[config.mk]
export PLATFORM = sky130hd
export DESIGN_NAME = id_ex_stage
export DESIGN_NICKNAME = d
export VERILOG_FILES = /design/src/rtl/id_ex_stage.sv
export SDC_FILE = /design/constraint.sdc
export NUM_CORES = 1
export LEC_CHECK = 0
export BUFFER_PORTS_ARGS = -buffer_cell sky130_fd_sc_hd__buf_4
export CAP_MARGIN = 15
export CORE_UTILIZATION = 28
export CTS_CLUSTER_DIAMETER = 30
export DETAILED_ROUTE_END_ITERATION = 12
export PLACE_DENSITY = 0.56
export SLEW_MARGIN = 20
export SYNTH_ARGS = -nofsm -noshare
export SYNTH_HDL_FRONTEND = slang
export SYNTH_SLANG_ARGS = --single-unit
[constraint.sdc]
create_clock -name clk -period 5.79 [get_ports clk]
set_clock_uncertainty 0.2 [all_clocks]
set_input_delay 0.2895 -clock clk [delete_from_list [all_inputs] [get_ports clk]]
set_output_delay 0.2895 -clock clk [all_outputs]
set_load 0.005 [all_outputs]
[src/rtl/id_ex_stage.sv]
// ID/EX pipeline register for the 5-stage MIPS pipeline. It also detects load-use
// hazards, inserts one-cycle bubbles, and drives the PC and IF/ID write enables.
module id_ex_stage #(
  parameter int DATA_WIDTH     = 32,
  parameter int REG_ADDR_WIDTH = 5,
  parameter int CNT_WIDTH      = 16
) (
  input  logic                      clk,
  input  logic                      reset,
  input  logic [1:0]                id_alu_op,
  input  logic                      id_reg_dst,
  input  logic                      id_jump,
  input  logic                      id_branch,
  input  logic                      id_bne,
  input  logic                      id_mem_read,
  input  logic                      id_mem_to_reg,
  input  logic                      id_mem_write,
  input  logic                      id_alu_src,
  input  logic                      id_reg_write,
  input  logic [DATA_WIDTH-1:0]     id_pc_plus4,
  input  logic [DATA_WIDTH-1:0]     id_read_data1,
  input  logic [DATA_WIDTH-1:0]     id_read_data2,
  input  logic [DATA_WIDTH-1:0]     id_imm,
  input  logic [REG_ADDR_WIDTH-1:0] id_rs,
  input  logic [REG_ADDR_WIDTH-1:0] id_rt,
  input  logic [REG_ADDR_WIDTH-1:0] id_rd,
  input  logic [5:0]                id_funct,
  input  logic                      flush,
  input  logic                      hold,
  output logic [1:0]                ex_alu_op,
  output logic                      ex_reg_dst,
  output logic                      ex_jump,
  output logic                      ex_branch,
  output logic                      ex_bne,
  output logic                      ex_mem_read,
  output logic                      ex_mem_to_reg,
  output logic                      ex_mem_write,
  output logic                      ex_alu_src,
  output logic                      ex_reg_write,
  output logic [DATA_WIDTH-1:0]     ex_pc_plus4,
  output logic [DATA_WIDTH-1:0]     ex_read_data1,
  output logic [DATA_WIDTH-1:0]     ex_read_data2,
  output logic [DATA_WIDTH-1:0]     ex_imm,
  output logic [REG_ADDR_WIDTH-1:0] ex_rs,
  output logic [REG_ADDR_WIDTH-1:0] ex_rt,
  output logic [REG_ADDR_WIDTH-1:0] ex_rd,
  output logic [5:0]                ex_funct,
  output logic                      ex_valid,
  output logic                      pc_write,
  output logic                      if_id_write,
  output logic [CNT_WIDTH-1:0]      bubble_count
);

  localparam int CTRL_W = 11;
  localparam logic [CNT_WIDTH-1:0] CNT_MAX = '1;

  logic [CTRL_W-1:0]         w_id_ctrl;
  logic                      w_load_use;
  logic                      w_stall;

  logic [CTRL_W-1:0]         r_ex_ctrl;
  logic [DATA_WIDTH-1:0]     r_ex_pc_plus4;
  logic [DATA_WIDTH-1:0]     r_ex_read_data1;
  logic [DATA_WIDTH-1:0]     r_ex_read_data2;
  logic [DATA_WIDTH-1:0]     r_ex_imm;
  logic [REG_ADDR_WIDTH-1:0] r_ex_rs;
  logic [REG_ADDR_WIDTH-1:0] r_ex_rt;
  logic [REG_ADDR_WIDTH-1:0] r_ex_rd;
  logic [5:0]                r_ex_funct;
  logic                      r_ex_valid;
  logic [CNT_WIDTH-1:0]      r_bubble_count;

  function automatic logic [CNT_WIDTH-1:0] sat_inc(input logic [CNT_WIDTH-1:0] v);
    return (v == CNT_MAX) ? v : v + CNT_WIDTH'(1);
  endfunction

  assign w_id_ctrl = {id_alu_op, id_reg_dst, id_jump, id_branch, id_bne, id_mem_read,
                      id_mem_to_reg, id_mem_write, id_alu_src, id_reg_write};

  // Both rs and rt are compared for every instruction. This can stall when no stall is
  // needed, but it never misses a hazard.
  assign w_load_use = ex_mem_read & r_ex_valid & (r_ex_rt != '0) &
                      ((r_ex_rt == id_rs) | (r_ex_rt == id_rt));
  assign w_stall     = w_load_use | hold;
  assign pc_write    = ~w_stall;
  assign if_id_write = ~w_stall;

  // Stage boundary ID -> EX. Flush takes priority over hold, and hold over a bubble.
  always_ff @(posedge clk or posedge reset) begin
    if (reset) begin
      r_ex_ctrl       <= '0;
      r_ex_pc_plus4   <= '0;
      r_ex_read_data1 <= '0;
      r_ex_read_data2 <= '0;
      r_ex_imm        <= '0;
      r_ex_rs         <= '0;
      r_ex_rt         <= '0;
      r_ex_rd         <= '0;
      r_ex_funct      <= '0;
      r_ex_valid      <= 1'b0;
      r_bubble_count  <= '0;
    end else if (flush || !hold) begin
      r_ex_pc_plus4   <= id_pc_plus4;
      r_ex_read_data1 <= id_read_data1;
      r_ex_read_data2 <= id_read_data2;
      r_ex_imm        <= id_imm;
      r_ex_rs         <= id_rs;
      r_ex_rt         <= id_rt;
      r_ex_rd         <= id_rd;
      r_ex_funct      <= id_funct;
      if (flush) begin
        r_ex_ctrl  <= '0;
        r_ex_valid <= 1'b0;
      end else if (w_load_use) begin
        r_ex_ctrl      <= '0;
        r_ex_valid     <= 1'b0;
        r_bubble_count <= sat_inc(r_bubble_count);
      end else begin
        r_ex_ctrl  <= w_id_ctrl;
        r_ex_valid <= 1'b1;
      end
    end
  end

  assign {ex_alu_op, ex_reg_dst, ex_jump, ex_branch, ex_bne, ex_mem_read,
          ex_mem_to_reg, ex_mem_write, ex_alu_src, ex_reg_write} = r_ex_ctrl;
  assign ex_pc_plus4   = r_ex_pc_plus4;
  assign ex_read_data1 = r_ex_read_data1;
  assign ex_read_data2 = r_ex_read_data2;
  assign ex_imm        = r_ex_imm;
  assign ex_rs         = r_ex_rs;
  assign ex_rt         = r_ex_rt;
  assign ex_rd         = r_ex_rd;
  assign ex_funct      = r_ex_funct;
  assign ex_valid      = r_ex_valid;
  assign bubble_count  = r_bubble_count;

endmodule
==> results.yml <==
finish:
  final_area_um2: 11900
  area_growth_pct: 70.3
  fin_nets: 1406
  drive_gt1_share_pct: 30.8
  antennaDiodeCount: 0
  multiInputGateArea_um2: 2400
  register_area_um2: 4430
  layout.cells.non_filler: 1578
  fillers: 2288
route:
  wirelength_mm: 23.1
  wl_per_cell_um: 14.6
  drc: 0
  drt_first_pass_iters: 4
  drt-vias-per-instance: 4.31
  ant_nets: 0
  vias: 6796
  drt_iter0_markers: 447
placement:
  portBuffers: 342
  placed_area_um2: 9870
  dpl.hpwl_mm: 15.0
  gp_congestion: 0.768
  dp.cells: 1395
setup_path:
  cpMostUsedCell: "buf_4"
  path_buf_inv: 3
  cp-end-kind: "primary output"
  cp_slowest_stage_delay_ns: 0.60
  critPathTopFamily: "buffers and inverters"
  crit_chain: "dlygate4sd3_1 > buf_4 > xnor2_1 > nand3_1 > o22ai_2 > nand2b_2 > nor2b_1 > buf_4"
  crit_type: "in2out"
  start_kind: "primary input"
  slowest_stage: "o22ai_2"
  worst_ep_required_time_ns: 5.30
  cp_max_fo: 16
  worstPathArrival_ns: 2.59
timing:
  worst_pin_slew_ns: 0.928
  finalSetupTns_ns: 0
  fin_crit_ns: 3.08
  drv_slew: 0
  min_period_over_period_pct: 53.2
  setup_viol: 0
  hold_viol: 0
  max_freq_ghz: 0.324
  slew_headroom_pct: 38.0
  rsz0062_at_grt: "false"
die:
  io_pins: 343
  die_w_um: 160
  num_rows: 57
  coreArea_um2: 24500
  die_area_um2: 25700
  die_y_um: 160
  initial_core_util_pct: 28.7
logic_synthesis:
  syn_nets: 930
  yosys_warnings: 0
  netlist_area_um2: 7010
  synth_top_flop_cell: "dfrtp_1"
  avgSynthCellArea_um2: 9.17
  yosysUniqueCellTypes: 32
  yosys.area.top_type: "dfrtp_1"
  ys_seq_area_share_pct: 63.2
  synthArstFlopShare_pct: 100
  synth_top_area_share_pct: 63.2
  synth_edf_count: 0
  ys_ff_latch: 177
  synth.area.top_cells: "dfrtp_1 (63%), nand2_1 (24%), xnor2_1 (3.1%), clkbuf_1 (1.6%), nand4_1 (1.2%)"
  synthCells: 765
global_route:
  grt-ovfl-total: 0
  grt_pass1_vias: 7086
  grt_antenna_before_repair: 0
  grt_pass1_wl_mm: 37.0
  grt_util_all_layers_pct: 18.2
  grt_max_degree: 93
clocking:
  htreeDepth: 4
  cts_buffer_depth: 2
  cts_tree: "yes"
  clock-sinks: 177
  clkLatencyLatePin_ns: 0.42
  cts_buffers: 17
  cts_setup_buffers: 0
  cts_resized: 0
  clk_pin_slew_ns: 0.08
  cts_root_buf: "clkbuf_16"
power:
  power.density_nw_per_um2: 254
  p_leak_nw: 6.27
  vdd_drop_max_v: 0.000167
job:
  cap_violations: 0
outcome:
  status: "completed"
hold_path:
  min_path_type: "in2reg"
## path summary, 6_finish.rpt
path,start,endpoint,slack [ns],cells after the start
max,id_rs[2],if_id_write,2.71,8
min,id_alu_op[0],r_ex_ctrl[9],0.08,3
max reg2reg,ex_rt[0],r_ex_ctrl[10],3.44,5
min reg2reg,ex_read_data1[25],ex_read_data1[25],0.27,2
max in group asynchronous,reset,r_ex_ctrl[5],3.62,4
min in group asynchronous,reset,ex_pc_plus4[3],0.40,3
## flip-flops by register name, indices dropped and copies added (netlist names)
name / flops
bubble_count: 16
ex_funct: 6
ex_imm: 32
ex_pc_plus4: 32
ex_rd: 5
ex_read_data1: 32
ex_read_data2: 32
ex_rs: 5
ex_rt: 5
ex_valid: 1
r_ex_ctrl: 11
## cells by family (layout without fill, tap and decap cells)
group,Yosys count,after routing,synth area share (%)
simple gates,499,499,28.5
flops,177,177,63.2
buf+inv,46,535,2.75
xor+xnor,25,25,3.12
compound gates,16,16,2.12
fa+ha+maj,1,1,0.178
mux,1,1,0.161
## layout make-up
cell class	instances	share of cell area (%)
repair buffers	498	34.5
inverters	5	0.199
multi-input cells	542	20.1
clock inverters	13	0.985
well taps	324	3.40
clock buffers	19	3.71
flip-flops and latches	177	37.1
## worst reg2reg max path, cell delays in order, from the launching register on
cell and delay (ns):
dfrtp_1 0.46, xnor2_1 0.18, nand3_1 0.11, o22ai_2 0.60
nand2b_2 0.36, a32o_1 0.34
## power breakdown
part	switching [W]	leakage, nW	internal, W	total, W
logic	0.000219	3.83	0.000300	0.000519
clock network	0.000547	0.273	0.000580	0.00113
registers	0.0000582	2.16	0.00133	0.00139
total	0.000823	6.27	0.00221	0.00303
## repair_timing
action	in CTS	in global routing
setup endpoints to repair	0	0
hold buffers	151	0
endpoints found under the hold margin	240	0
## layer usage
layer  GRT usage [%]  vias up  share of wire [%]
li1                -     3322                  -
met1            21.5     3160                 42
met2            31.3      284                 48
met3            5.64       30                7.7
met4            6.06        0                2.1
met5               0        -                  0
## stage by stage
| stage | util [%] | worst slack (ns) | power [W] | hold slack [ns] |
|---|---|---|---|---|
| 2_1_floorplan | - | 0.499 | 0.00156 | 0.202 |
| 3_3_place_gp | 40.3 | 3.04 | 0.00184 | 0.250 |
| 3_5_place_dp | 40.3 | 3.01 | 0.00185 | 0.257 |
| 4_1_cts | 48.8 | 2.70 | 0.00308 | 0.0581 |
| 5_1_grt | 48.8 | 2.55 | 0.00319 | 0.0929 |
| 6_report | 48.8 | 2.71 | 0.00303 | 0.0811 |
## cell usage after synthesis, types with 3 or more instances
master,instances
and3_1,3
inv_1,5
nand2_1,451
a22o_1,9
buf_1,5
xnor2_1,25
dfrtp_1,177
buf_2,4
clkbuf_1,29
nand4_1,13
nor2_1,4
nor3b_1,10
nand3_1,7
## cells in the final DEF, fill, tap and decap left out, types with 2 or more instances in the layout
master	Yosys	layout
dfrtp_1	177	177
and3_1	3	3
clkbuf_16	0	17
inv_8	0	4
dlygate4sd3_1	0	151
clkinvlp_4	0	2
and2_1	2	2
clkinv_4	0	2
a22o_1	9	9
nor2_1	4	4
nand2_1	451	450
inv_1	5	4
a32o_1	2	2
nand3_1	7	7
nor3b_1	10	10
inv_6	0	5
xnor2_1	25	25
buf_4	2	347
nand4_1	13	13
(Power assumes the default switching activity.)
